<file path="src/rtl/shift_unit.sv">
// -----------------------------------------------------------------------------
// shift_unit
//   Iterative shifter for the RV32I shift instructions (SLL/SRL/SRA and their
//   immediate forms). An accepted request is shifted STEP bits per cycle. The
//   final value and destination register are then presented together with a
//   one-cycle done pulse for regfile writeback. This trades latency for area
//   compared with a combinational barrel shifter.
//
// Parameters
//   XLEN     operand/result width
//   SHAMT_W  shift-amount width (log2 XLEN)
//   STEP     bits shifted per SHIFT cycle, 1..XLEN/2
//
// Ports
//   clk       system clock, rising edge
//   reset_n   asynchronous active-low reset
//   start_i   issue request, accepted only while ready_o=1
//   op_i      00=SLL 01=SRL 11=SRA 10=reserved (passes a_i through)
//   a_i       operand (rs1)
//   shamt_i   shift amount
//   rd_i      destination register index
//   flush_i   synchronous abort of the in-flight operation
//   ready_o   unit idle, can accept start_i
//   busy_o    operation in flight
//   done_o    result_o/rd_o valid this cycle, one-cycle pulse
//   result_o  shifted value, held until the next completed operation
//   rd_o      destination register for result_o
// -----------------------------------------------------------------------------
module shift_unit #(
    parameter int XLEN    = 32,
    parameter int SHAMT_W = 5,
    parameter int STEP    = 1
) (
    input  logic               clk,
    input  logic               reset_n,
    input  logic               start_i,
    input  logic [1:0]         op_i,
    input  logic [XLEN-1:0]    a_i,
    input  logic [SHAMT_W-1:0] shamt_i,
    input  logic [4:0]         rd_i,
    input  logic               flush_i,
    output logic               ready_o,
    output logic               busy_o,
    output logic               done_o,
    output logic [XLEN-1:0]    result_o,
    output logic [4:0]         rd_o
);

    localparam logic [1:0] S_IDLE  = 2'd0;
    localparam logic [1:0] S_SHIFT = 2'd1;
    localparam logic [1:0] S_DONE  = 2'd2;

    localparam logic [1:0] OP_SLL  = 2'b00;
    localparam logic [1:0] OP_SRA  = 2'b11;
    localparam logic [1:0] OP_RSVD = 2'b10;

    localparam logic [SHAMT_W-1:0] STEP_N = SHAMT_W'(STEP);

    logic [1:0]         state_q;
    logic [XLEN-1:0]    work_q;       // partially shifted operand
    logic [1:0]         op_q;
    logic               sign_q;       // captured a_i MSB, SRA fill bit
    logic [SHAMT_W-1:0] remaining_q;
    logic [4:0]         rd_pend_q;    // rd of the in-flight op
    logic [XLEN-1:0]    result_q;
    logic [4:0]         rd_q;

    logic [SHAMT_W-1:0] step_n;
    logic [XLEN-1:0]    fill_mask;
    logic [XLEN-1:0]    shifted;

    // One shift step: the last step may be shorter than STEP.
    // NOTE: every always_comb output gets a default first, so no path can
    // leave a value unassigned and infer a latch.
    always_comb begin
        step_n    = (remaining_q < STEP_N) ? remaining_q : STEP_N;
        fill_mask = ~({XLEN{1'b1}} >> step_n);
        shifted   = work_q >> step_n;
        case (op_q)
            OP_SLL:  shifted = work_q << step_n;
            OP_SRA:  shifted = (work_q >> step_n) | (sign_q ? fill_mask : '0);
            default: shifted = work_q >> step_n;
        endcase
    end

    // NOTE: all sequential state uses non-blocking assignments so every
    // register samples pre-edge values regardless of statement order.
    always_ff @(posedge clk or negedge reset_n) begin
        if (!reset_n) begin
            state_q     <= S_IDLE;
            work_q      <= '0;
            op_q        <= '0;
            sign_q      <= 1'b0;
            remaining_q <= '0;
            rd_pend_q   <= '0;
            result_q    <= '0;
            rd_q        <= '0;
        end else begin
            case (state_q)
                S_IDLE: begin
                    // A flush in the same cycle drops the start.
                    if (start_i && !flush_i) begin
                        work_q    <= a_i;
                        op_q      <= op_i;
                        sign_q    <= a_i[XLEN-1];
                        rd_pend_q <= rd_i;
                        if (shamt_i == '0 || op_i == OP_RSVD) begin
                            // Nothing to shift: publish the operand directly.
                            remaining_q <= '0;
                            result_q    <= a_i;
                            rd_q        <= rd_i;
                            state_q     <= S_DONE;
                        end else begin
                            remaining_q <= shamt_i;
                            state_q     <= S_SHIFT;
                        end
                    end
                end
                S_SHIFT: begin
                    if (flush_i) begin
                        // Abort: visible result/rd keep the previous op's values.
                        remaining_q <= '0;
                        state_q     <= S_IDLE;
                    end else begin
                        work_q      <= shifted;
                        remaining_q <= remaining_q - step_n;
                        if (remaining_q == step_n) begin
                            result_q <= shifted;
                            rd_q     <= rd_pend_q;
                            state_q  <= S_DONE;
                        end
                    end
                end
                S_DONE:  state_q <= S_IDLE;
                default: state_q <= S_IDLE;
            endcase
        end
    end

    assign ready_o  = (state_q == S_IDLE);
    assign busy_o   = !ready_o;
    assign done_o   = (state_q == S_DONE);
    assign result_o = result_q;
    assign rd_o     = rd_q;

endmodule

</file>
<file path="config.mk">
export PLATFORM = sky130hd
export DESIGN_NAME = shift_unit
export DESIGN_NICKNAME = d
export VERILOG_FILES = /design/src/rtl/shift_unit.sv
export SDC_FILE = /design/constraint.sdc
export NUM_CORES = 1
export LEC_CHECK = 0
export CORE_MARGIN = 4
export CORE_UTILIZATION = 48
export CTS_BUF_LIST = sky130_fd_sc_hd__clkbuf_8
export DETAILED_ROUTE_END_ITERATION = 12
export GPL_ROUTABILITY_DRIVEN = 0
export PLACE_DENSITY = 0.77
export SETUP_SLACK_MARGIN = 0.15
export SLEW_MARGIN = 20
export SYNTH_ARGS = -nofsm -noshare
export SYNTH_HDL_FRONTEND = slang
export SYNTH_SLANG_ARGS = --single-unit
export TNS_END_PERCENT = 10
</file>
<file path="constraint.sdc">
create_clock -name clk -period 5.5 [get_ports clk]
set_clock_uncertainty 0.15 [all_clocks]
set_input_delay 0.55 -clock clk [delete_from_list [all_inputs] [get_ports clk]]
set_output_delay 0.55 -clock clk [all_outputs]
set_load 0.02 [all_outputs]
</file>
# Word-level counts from Yosys, hierarchy flattened
# Index checks and enable logic that the tools add are counted.
# word_totals
regBits,84
out_inout_bits,40
# op_classes
n_reduce_logical,13
add_sub_neg,1
magnitude_cmp,1
n_eq_ne,10
bitwise,2
n_mux,25
n_shift,3
# op_table
op,n
$mux W32,7
$pmux W32 S2,3
$mux W5,8
$not A32 Y32,1
$or A32 B32 Y32,1
$shl A32 B5 Y32,1
$shr A32 B5 Y32,1
$shr A32 B5 Y32 const A,1
$pmux W5 S2,2
$mux W2,4
$eq A2 B2 Y1 const B,3
$reduce_and A2 Y1,3
$eq A5 B5 Y1,1
$logic_not A5 Y1,1
$lt A5 B1 Y1 const B,1
$reduce_and A5 Y1,1
$sub A5 B5 Y5,1
$logic_not A2 Y1,2
$ne A2 B1 Y1 const B,2
$ne A2 B2 Y1 const B,2
$pmux W2 S2,1
$ne A3 B3 Y1 const B,1
$reduce_and A3 Y1,1
$eq A2 B1 Y1 const B,1
other kinds (4),5

# Longest topological paths before layout
# Gate-level depths: netlist of the first run.
# depth
ltp_word,10
ltp_mapped,10

# Worst setup path after synthesis of the first run
# No wires, ideal clock.
# synth_path
path_type,flip-flop to flip-flop
start,register op_q[0]
end,register result_q[1] (netlist: result_o[1])
t_arrival_ns,1.951
slack_ns,3.274
setup_ns,0.125
stages_incl_launch_ff,10
synth_period_minus_slack_ns,2.226
t_required_ns,5.225
path_cell_list,dfrtp_1 -> inv_1 -> ha_1 -> or2_0 -> buf_2 -> o211a_4 -> buf_6 -> a221oi_2 -> o21ai_1 -> mux2_4
# synth_via
elab_chain_cells,5
# synth_lines
item,line_no,rtl
"start, declared",61,logic [1:0] op_q;
"start signal, assigned",104,op_q <= op_i;
$eq A2 B2 Y1 or $logic_not A2 Y1 (tied branches),79,case (op_q)
$pmux W32 S2 (*),79,
$mux W32 (*),127,if (remaining_q == step_n) begin
$mux W32 (*),120,if (flush_i) begin
$pmux W32 S2 (*),99,case (state_q)
"end signal, assigned",110,result_q <= a_i;
"end signal, assigned",128,result_q <= shifted;
"end, declared",65,logic [XLEN-1:0] result_q;
# Mark *: on every way between the ends. The rest lies on a longest branch, timed or not. The select of a mux whose other input is x is not followed.
# A chain may end at the register's enable or synchronous reset.

# Final worst setup path of the first run
# layout_path
start,register op_q[0]
end,register work_q[31]
# layout_via
elab_chain_cells,4
# layout_lines
item,line_no,rtl
$eq A2 B2 Y1 or $logic_not A2 Y1 (tied branches),79,
$pmux W32 S2 (*),79,
$mux W32 (*),120,
$pmux W32 S2 (*),99,
"end signal, assigned",103,work_q <= a_i;
"end signal, assigned",125,work_q <= shifted;
"end, declared",60,logic [XLEN-1:0] work_q;
# Marked as above.

==> out/qor.csv, run 1 <==
stage,metric,value,unit
worst_setup_path,cp.arrival,3.35,ns
sta,fin_tns_setup,0,ns
logic_synthesis,async_flop_share,1.00,
clock_network,cts_setup_buffers,0,
routing,dr.pass1.iters,5,
worst_setup_path,cpPeakStageDelay,0.89,ns
worst_setup_path,crit_family,compound AO/OA/AOI/OAI gates,
clock_network,clk_pin_slew,0.08,ns
layout,finish.utilization,0.614,
die,start_util,0.495,
die,ioPinCount,88,
place,dp_hpwl,7.44,mm
layout,syn_to_final_growth,24.0,%
die,die-area,11200,um^2
pwr,ir_worst_vdd,0.269,mV
sta,min_period,3.21,ns
worst_setup_path,cp_max_fo,31,
sta,fin_crit_sh,0.583,
layout,nets,555,
worst_setup_path,ff2ff_setup_slack,2.29,ns
die,dieHeight,106,um
worst_setup_path,worstPathCellList,inv_1 > ha_1 > nor2b_4 > o211a_4 > a221oi_1 > o31ai_1 > mux2_2,
grt,grt_first_pass_wirelength,18.4,mm
worst_setup_path,cp.required,5.64,ns
layout,final_common_cell,clkdlybuf4s50_1,
logic_synthesis,synthesis.instances,436,
sta,setup_ws,2.29,ns
sta,tightest_slew,1.12,ns
run_status,status,completed,
pwr,power_leakage,2.31,nW
sta,rsz0062_at_grt,no,
logic_synthesis,syn-num-nets,488,
min_path,holdCritPathClass,input port to asynchronous set/reset pin,
place,numPortBuffers,87,
grt,antenna_found_initial,0,
routing,vias_per_cell,5.97,
clock_network,ctsResizeCount,0,
layout,final_cell_mix,"86 x clkdlybuf4s50_1, 84 x dfrtp_1, 54 x nand2_1",
routing,routedWlPerCell,17.5,um
logic_synthesis,synth_edf_count,0,
sta,drv_slew,0,
logic_synthesis,synth_area_per_cell,10.5,um^2
sta,fmax,312,MHz
sta,hold_viol,0,
worst_setup_path,critPathSlowestCell,nor2b_4,
job,maxCapViolations,0,
grt,grt_start_max_net_pins,85,
clock_network,worstSkewPairLatency,0.35,ns
clock_network,htreeDepth,3,
routing,drc,0,
clock_network,cts_root_buf,clkbuf_8,
grt,overflow,0,
worst_setup_path,crit_path_end_kind,flip-flop,
grt,track_usage,0.200,
die,core-area,9280,um^2
logic_synthesis,yosysWarnings,0,
clock_network,postCtsHoldBufs,0,
sta,final-setup-viol-count,0,
sta,relSlewSlack,0.250,
place,place_ws,2.34,ns
worst_setup_path,critPathLaunchType,flip-flop,
logic_synthesis,syn_area,4600,um^2
routing,vias,3801,
logic_synthesis,yosysSeqAreaShare,0.457,
die,rows,35,
clock_network,cts_buffer_depth,2,
worst_setup_path,path_class,flip-flop to flip-flop,
logic_synthesis,synth_seq_cells,84,
die,die_x,106,um
clock_network,cts_tree,built,
routing,drt_iter0_markers,212,
routing,wl,11.1,mm
sta,holdWs,0.0841,ns
worst_setup_path,crit_buf_inv,1,
routing,ant_nets,0,
clock_network,clock_sinks,84,
pwr,p_per_area,500,nW/um^2
logic_synthesis,synthFlopType,dfrtp_1,
logic_synthesis,synth.distinct_cells,37,
grt,grt_pass1_vias,3606,
place,dp_cells,621,
layout,antenna_cells,0,
layout,layout-drive-gt1-share,0.205,
layout,fin_cells,637,
clock_network,cts_buffers,9,
-- power breakdown --
part,switching [mW],total [mW],internal [mW]
clock network,0.215,0.413,0.199
registers,0.219,1.08,0.861
logic,0.682,1.36,0.674
total,1.12,2.85,1.73
-- cell usage after synthesis (2+ instances only) --
cell type	n	area [um^2]
dfrtp_1	84	2100
o22ai_1	30	188
buf_1	2	7.51
a22oi_1	3	22.5
o31ai_1	2	15.0
mux2_2	20	225
nor2_1	5	18.8
nor2b_1	5	31.3
nor2_2	2	12.5
nand2b_1	2	12.5
o21ai_1	35	175
o21ai_0	35	175
mux2_4	19	285
inv_1	5	18.8
buf_2	8	40.0
clkbuf_1	21	78.8
ha_1	4	50.1
a221oi_2	30	450
nor3_1	3	15.0
a21oi_1	38	190
a221oi_1	2	17.5
mux2_1	8	90.1
buf_6	6	67.6
nand2_1	54	203
-- cell type report --
class	instances	area (um^2)
Timing Repair Buffer	93	917
Clock buffer	12	165
Clock inverter	4	23.8
Sequential cell	84	2100
Tap cell	129	161
Fill cell	768	3580
Inverter	6	22.5
Multi-Input combinational cell	309	2310
-- path summary, 6_finish.rpt --
| check | start | endpoint | depth (start not counted) |
|---|---|---|---|
| worst max-delay path | op_q[0] | work_q[31] | 7 |
| worst min-delay path | reset_n | rd_pend_q[0] | 1 |
| worst max register to register | op_q[0] | work_q[31] | 7 |
| worst min register to register | rd_pend_q[0] | rd_pend_q[0] | 1 |
| max in group asynchronous | reset_n | work_q[11] | 1 |
| min in group clk | rd_pend_q[0] | rd_pend_q[0] | 1 |
-- worst reg2reg max path: cells and delay by family, from the launching register on --
family | cells | cell delay (ns)
compound gates | 3 | 1.14
fa+ha+maj | 1 | 0.34
buf+inv | 1 | 0.05
flops | 1 | 0.37
mux | 1 | 0.21
simple gates | 1 | 0.89
-- state kept, by name, summed over array words and instances, names as in the netlist --
name	cells
rd_pend_q	5
work_q	32
result_o	32
sign_q	1
state_q	2
remaining_q	5
rd_o	5
op_q	2
-- per-layer routing --
metal | GRT usage | up-vias | part of all wire
met5 | 0 | - | 0
met4 | 0.0379 | 0 | 0.0083
met3 | 0.0508 | 12 | 0.060
met2 | 0.306 | 138 | 0.48
met1 | 0.288 | 1888 | 0.45
li1 | - | 1763 | -
-- cells by family after synthesis --
group	synth area share
AOI/OAI and AO/OA	0.277
and+or+nand+nor	0.0765
adders and majority gates	0.0109
muxes	0.131
DFF	0.457
buffers and inverters	0.0471
-- stage by stage --
step	area, um^2	power [mW]
2_1_floorplan	4600	1.95
6_report	5700	2.85
3_3_place_gp	5510	2.40
3_5_place_dp	5510	2.44
4_1_cts	5700	2.86
5_1_grt	5700	3.02
(Power assumes the default switching activity.)
==> run 2, diff against run 1 <==
--- a/config.mk
+++ b/config.mk
@@ -10,7 +10,7 @@
 export CTS_BUF_LIST = sky130_fd_sc_hd__clkbuf_8
 export DETAILED_ROUTE_END_ITERATION = 12
 export GPL_ROUTABILITY_DRIVEN = 0
-export PLACE_DENSITY = 0.77
+export PLACE_DENSITY = 0.8
 export SETUP_SLACK_MARGIN = 0.15
 export SLEW_MARGIN = 20
 export SYNTH_ARGS = -nofsm -noshare
==> constraint.sdc (replaced) <==
create_clock -name clk -period 2.6 [get_ports clk]
set_clock_uncertainty 0.15 [all_clocks]
set_input_delay 0.26 -clock clk [delete_from_list [all_inputs] [get_ports clk]]
set_output_delay 0.26 -clock clk [all_outputs]
set_load 0.02 [all_outputs]
==> out/qor.csv, run 2 (synthesized netlist as in run 1, its figures left out) <==
stage,metric,value,unit,change
min_path,holdCritPathClass,input port to asynchronous set/reset pin,,unchanged
grt,grt_use_met3,0.0533,,was 0.0508
routing,dr.pass1.iters,5,,unchanged
sta,final-setup-viol-count,0,,unchanged
die,core-area,9280,um^2,unchanged
worst_setup_path,cp.required,2.69,ns,was 5.64 ns
grt,antenna_found_initial,0,,unchanged
pwr,swShare,0.376,,was 0.392
clock_network,cts_tree,built,,unchanged
die,rows,35,,unchanged
layout,syn_to_final_growth,28.8,%,was 24.0%
clock_network,cts_root_buf,clkbuf_8,,unchanged
place,numPortBuffers,87,,unchanged
place,place_ws,0.170,ns,was 2.34 ns
run_status,status,completed,,unchanged
die,die_x,106,um,unchanged
place,dp_cells,630,,was 621
pwr,intPower,4.06,mW,was 1.73 mW
sta,setup_ws,0.157,ns,was 2.29 ns
layout,layout-drive-gt1-share,0.225,,was 0.205
grt,grt_pass1_vias,3923,,was 3606
die,ioPinCount,88,,unchanged
die,dieHeight,106,um,unchanged
routing,routedWlPerCell,19.0,um,was 17.5 um
layout,final_common_cell,clkdlybuf4s50_1,,unchanged
layout,nets,566,,was 555
layout,fin_area,5920,um^2,was 5700 um^2
worst_setup_path,r2r_cells,7,,unchanged
grt,met1_usage,0.298,,was 0.288
pwr,seq_power_share,0.354,,was 0.379
grt,grt_busiest_layer,met2,,unchanged
clock_network,clk_pin_slew,0.08,ns,about the same
grt,overflow,0,,unchanged
clock_network,worstSkewPairLatency,0.36,ns,was 0.35 ns
place,dp_hpwl,7.89,mm,was 7.44 mm
worst_setup_path,worstReg2RegStart,op_q[0],,unchanged
clock_network,htreeDepth,3,,unchanged
worst_setup_path,critPathLaunchType,flip-flop,,unchanged
worst_setup_path,path_class,flip-flop to flip-flop,,unchanged
clock_network,clock_sinks,84,,unchanged
layout,nFillCells,777,,was 768
job,maxCapViolations,0,,unchanged
sta,fin_crit_sh,0.940,,was 0.583
routing,wl,12.3,mm,was 11.1 mm
worst_setup_path,ff2ff_setup_slack,0.16,ns,was 2.29 ns
worst_setup_path,r2r-end,result_o[1],,was work_q[31]
pwr,power_leakage,2.42,nW,was 2.31 nW
clock_network,cts_buffer_depth,2,,unchanged
pwr,power.share.clock,0.185,,was 0.145
pwr,p_per_area,1100,nW/um^2,was 500 nW/um^2
sta,rsz0062_at_grt,yes,,was no
sta,min_period,2.44,ns,was 3.21 ns
die,start_util,0.495,,unchanged
pwr,ir_worst_vdd,0.586,mV,was 0.269 mV
sta,drv_slew,0,,unchanged
sta,fmax,409,MHz,was 312 MHz
worst_setup_path,cp.arrival,2.53,ns,was 3.35 ns
grt,grt_first_pass_wirelength,20.4,mm,was 18.4 mm
routing,vias_per_cell,6.08,,was 5.97
layout,antenna_cells,0,,unchanged
routing,ant_nets,0,,unchanged
sta,relSlewSlack,0.540,,was 0.250
grt,use_met2,0.364,,was 0.306
routing,drt_iter0_markers,352,,was 212
layout,fin_cells,648,,was 637
pwr,p_switching,2.45,mW,was 1.12 mW
sta,fin_tns_setup,0,ns,unchanged
clock_network,cts_buffers,9,,unchanged
layout,final_cell_mix,"86 x clkdlybuf4s50_1, 84 x dfrtp_1, 54 x nand2_1",,unchanged
worst_setup_path,crit_path_end_kind,flip-flop,,unchanged
die,die-area,11200,um^2,unchanged
routing,vias,3938,,was 3801
worst_setup_path,cp_max_fo,16,,was 31
pwr,combPwrFrac,0.461,,was 0.476
grt,track_usage,0.225,,was 0.200
place,place_area,5610,um^2,was 5510 um^2
clock_network,cts_setup_buffers,0,,unchanged
routing,drc,0,,unchanged
grt,grt_start_max_net_pins,44,,was 85
sta,tightest_slew,0.689,ns,was 1.12 ns
sta,hold_viol,0,,unchanged
[run 2: metal layers]
layer / up-vias / share of wire / routed length [um]
li1: 1790 / - / -
met1: 1946 / 0.42 / 5210
met2: 179 / 0.50 / 6110
met3: 23 / 0.062 / 765
met4: 0 / 0.020 / 247
met5: - / 0 / 0
[run 2: power by group through the flow]
stage	combinational, mW	sequential, mW	clock, mW
finish	3.00	2.30	1.20
floorplan	1.57	2.56	0
CTS	2.98	2.29	1.22
detailed placement	2.94	2.31	0
global placement	2.87	2.29	0
global route	3.22	2.38	1.28
[run 2: how the worst max path moves through the flow]
stage            start            to  slack [ns]  cells after the start
2_1_floorplan  op_q[0]   result_o[1]        0.37                      9
3_3_place_gp   op_q[0]  result_o[31]        0.24                      7
3_5_place_dp   op_q[0]  result_o[31]        0.17                      7
4_1_cts        op_q[0]  result_o[25]        0.16                      7
5_1_grt        op_q[1]   result_o[1]        0.07                      7
6_report       op_q[0]   result_o[1]        0.16                      7
[run 2: area by class of cell]
class,instances,area (um^2),area share
inverters,6,22.5,0.00380
flip-flops and latches,84,2100,0.355
clock inverters,3,90.1,0.0152
multi-input cells,310,2330,0.394
repair buffers,103,1030,0.174
well taps,129,161,0.0273
clock buffers,13,179,0.0302
[run 2: worst max-delay path, stage by stage, from the launching register on]
cell and delay, ns:
dfrtp_1 0.38, inv_1 0.06, ha_1 0.35, or2_2 0.35, o211a_4 0.36, a221oi_2 0.26, o21ai_1 0.14, mux2_4 0.28
[run 2: what timing repair did]
action | CTS | global route
gates resized for setup | 0 | 3
hold buffers | 1 | 0
gates cloned | 1 | 0
setup endpoints to repair | 1 | 32
endpoints found under the hold margin | 41 | 0
[run 2: through the flow]
step,power [mW],hold slack [ns],utilization
final,6.50,0.296,0.638
after global routing,6.89,0.330,0.638
after CTS,6.50,0.308,0.636
after detailed placement,5.25,0.149,0.605
after global placement,5.15,0.146,0.605
after floorplan,4.13,-0.186,-
==> run 3, diff against run 2 <==
--- a/config.mk
+++ b/config.mk
@@ -8,9 +8,10 @@
 export CORE_MARGIN = 4
 export CORE_UTILIZATION = 48
 export CTS_BUF_LIST = sky130_fd_sc_hd__clkbuf_8
+export CTS_CLUSTER_SIZE = 8
 export DETAILED_ROUTE_END_ITERATION = 12
 export GPL_ROUTABILITY_DRIVEN = 0
-export PLACE_DENSITY = 0.8
+export PLACE_DENSITY = 0.77
 export SETUP_SLACK_MARGIN = 0.15
 export SLEW_MARGIN = 20
 export SYNTH_ARGS = -nofsm -noshare
==> constraint.sdc (replaced) <==
create_clock -name clk -period 3.1 [get_ports clk]
set_clock_uncertainty 0.15 [all_clocks]
set_input_delay 0.31 -clock clk [delete_from_list [all_inputs] [get_ports clk]]
set_output_delay 0.31 -clock clk [all_outputs]
set_load 0.02 [all_outputs]
==> out/qor.csv, run 3 (synthesized netlist as in run 1, its figures left out) <==
stage,metric,value,unit,change
routing,vias,3820,,was 3938
pwr,intPower,3.15,mW,was 4.06 mW
clock_network,postCtsHoldBufs,0,,was 1
pwr,combPwrFrac,0.473,,was 0.461
worst_setup_path,cp_max_fo,38,,was 16
pwr,power.share.clock,0.154,,was 0.185
grt,grt_start_max_net_pins,85,,was 44
clock_network,cts_buffers,9,,unchanged
worst_setup_path,critPathSlowestCell,buf_4,,was dfrtp_1
place,dp_hpwl,7.50,mm,was 7.89 mm
sta,min_period,2.62,ns,was 2.44 ns
clock_network,ctsResizeCount,0,,unchanged
grt,met1_usage,0.277,,was 0.298
routing,dr.pass1.iters,5,,unchanged
clock_network,clock_sinks,84,,unchanged
clock_network,htreeDepth,3,,unchanged
sta,tightest_slew,0.753,ns,was 0.689 ns
min_path,holdCritPathClass,flip-flop to flip-flop,,was input port to asynchronous set/reset pin
sta,drv_slew,0,,unchanged
worst_setup_path,cp.required,3.18,ns,was 2.69 ns
die,dieHeight,106,um,unchanged
job,maxCapViolations,0,,unchanged
place,dp_cells,625,,was 630
pwr,swShare,0.388,,was 0.376
place,numPortBuffers,87,,unchanged
routing,drc,0,,unchanged
layout,nets,560,,was 566
die,die_x,106,um,unchanged
clock_network,clk_pin_slew,0.08,ns,about the same
grt,grt_pass1_vias,3881,,was 3923
routing,drt_iter0_markers,259,,was 352
worst_setup_path,worstPathCellList,nor2_2 > a21oi_1 > inv_1 > ha_1 > nand3b_1 > a21oi_1 > o31ai_4 > buf_4 > mux2_2,,was inv_1 > ha_1 > or2_2 > o211a_4 > a221oi_2 > o21ai_1 > mux2_4
grt,track_usage,0.212,,was 0.225
clock_network,cts_setup_buffers,0,,unchanged
sta,relSlewSlack,0.498,,was 0.540
die,core-area,9280,um^2,unchanged
sta,fin_tns_setup,0,ns,unchanged
sta,hold_viol,0,,unchanged
die,start_util,0.495,,unchanged
worst_setup_path,cp.arrival,2.71,ns,was 2.53 ns
clock_network,cts_root_buf,clkbuf_8,,unchanged
layout,syn_to_final_growth,25.2,%,was 28.8%
pwr,power_leakage,2.34,nW,was 2.42 nW
grt,grt_use_met3,0.0594,,was 0.0533
grt,grt_busiest_layer,met2,,unchanged
grt,grt_first_pass_wirelength,19.3,mm,was 20.4 mm
pwr,seq_power_share,0.373,,was 0.354
worst_setup_path,cp_common_cell,a21oi_1,,
die,rows,35,,unchanged
sta,rsz0062_at_grt,no,,was yes
sta,fmax,381,MHz,was 409 MHz
clock_network,worstSkewPairLatency,0.36,ns,about the same
layout,fin_cells,642,,was 648
die,die-area,11200,um^2,unchanged
pwr,p_switching,2.00,mW,was 2.45 mW
layout,final_cell_mix,"86 x clkdlybuf4s50_1, 84 x dfrtp_1, 54 x nand2_1",,unchanged
clock_network,cts_buffer_depth,2,,unchanged
routing,ant_nets,0,,unchanged
worst_setup_path,path_class,flip-flop to flip-flop,,unchanged
clock_network,cts_tree,built,,unchanged
routing,wl,11.6,mm,was 12.3 mm
layout,antenna_cells,0,,unchanged
grt,use_met2,0.347,,was 0.364
routing,vias_per_cell,5.95,,was 6.08
grt,antenna_found_initial,0,,unchanged
worst_setup_path,critPathLaunchType,flip-flop,,unchanged
pwr,p_per_area,894,nW/um^2,was 1100 nW/um^2
grt,overflow,0,,unchanged
worst_setup_path,cpPeakStageDelay,0.55,ns,was 0.38 ns
die,ioPinCount,88,,unchanged
run_status,status,completed,,unchanged
routing,routedWlPerCell,18.1,um,was 19.0 um
layout,layout-drive-gt1-share,0.209,,was 0.225
worst_setup_path,crit_path_end_kind,flip-flop,,unchanged
sta,final-setup-viol-count,0,,unchanged
sta,fin_crit_sh,0.847,,was 0.940
layout,final_common_cell,clkdlybuf4s50_1,,unchanged
pwr,ir_worst_vdd,0.395,mV,was 0.586 mV
run 3: cell types whose count changed in the layout (fill, tap and decap cells not counted), moves of 2 or more:
cell,delta
buf_12,-3
buf_4,-2
bufinv_16,-2
clkbuf_8,-2
clkinvlp_4,+2
inv_1,+2
run 3: worst paths after layout:
kind	depth (start not counted)	startpoint	end	slack (ns)
max in group asynchronous	2	reset_n	work_q[2]	1.87
worst min-delay path	1	rd_pend_q[0]	rd_pend_q[0]	0.35
worst min register to register	1	rd_pend_q[0]	rd_pend_q[0]	0.35
worst max-delay path	9	remaining_q[3]	result_o[5]	0.48
worst max register to register	9	remaining_q[3]	result_o[5]	0.48
min in group asynchronous	2	reset_n	rd_o[0]	0.42
run 3: critical path: cells and delay by family, from the launching register on:
family | cells | cell delay (ns)
simple gates | 2 | 0.22
buf+inv | 2 | 0.63
mux | 1 | 0.41
flops | 1 | 0.44
fa+ha+maj | 1 | 0.21
compound gates | 3 | 0.44
run 3: routing by layer:
layer / wire length, um / vias to the layer above / part of all wire
met5: 0 / - / 0
met4: 167 / 0 / 0.014
met3: 844 / 18 / 0.073
met2: 5490 / 168 / 0.47
met1: 5100 / 1861 / 0.44
li1: - / 1773 / -
run 3: power groups by stage:
stage	sequential (mW)	combinational [mW]	clock, mW
final	1.92	2.43	0.793
after global routing	1.98	2.62	0.860
after CTS	1.91	2.44	0.817
after detailed placement	1.93	2.43	0
after global placement	1.91	2.37	0
after floorplan	2.15	1.31	0
run 3: cell type report:
class                      count  area, um^2
tap                          129         161
timing repair buffer          98         957
sequential                    84        2100
fill                         781        3530
multi-input combinational    309        2310
inverter                       6        22.5
clock buffer                  11         151
clock inverter                 5        52.6
run 3: through the flow:
step | hold slack, ns | power (mW) | area [um^2] | setup slack, ns | util
final | 0.349 | 5.15 | 5750 | 0.475 | 0.620
after global routing | 0.367 | 5.47 | 5750 | 0.324 | 0.620
after CTS | 0.0265 | 5.17 | 5740 | 0.503 | 0.618
after detailed placement | 0.331 | 4.36 | 5540 | 0.509 | 0.596
after global placement | 0.324 | 4.28 | 5540 | 0.560 | 0.596
after floorplan | -0.136 | 3.46 | 4600 | 0.874 | -
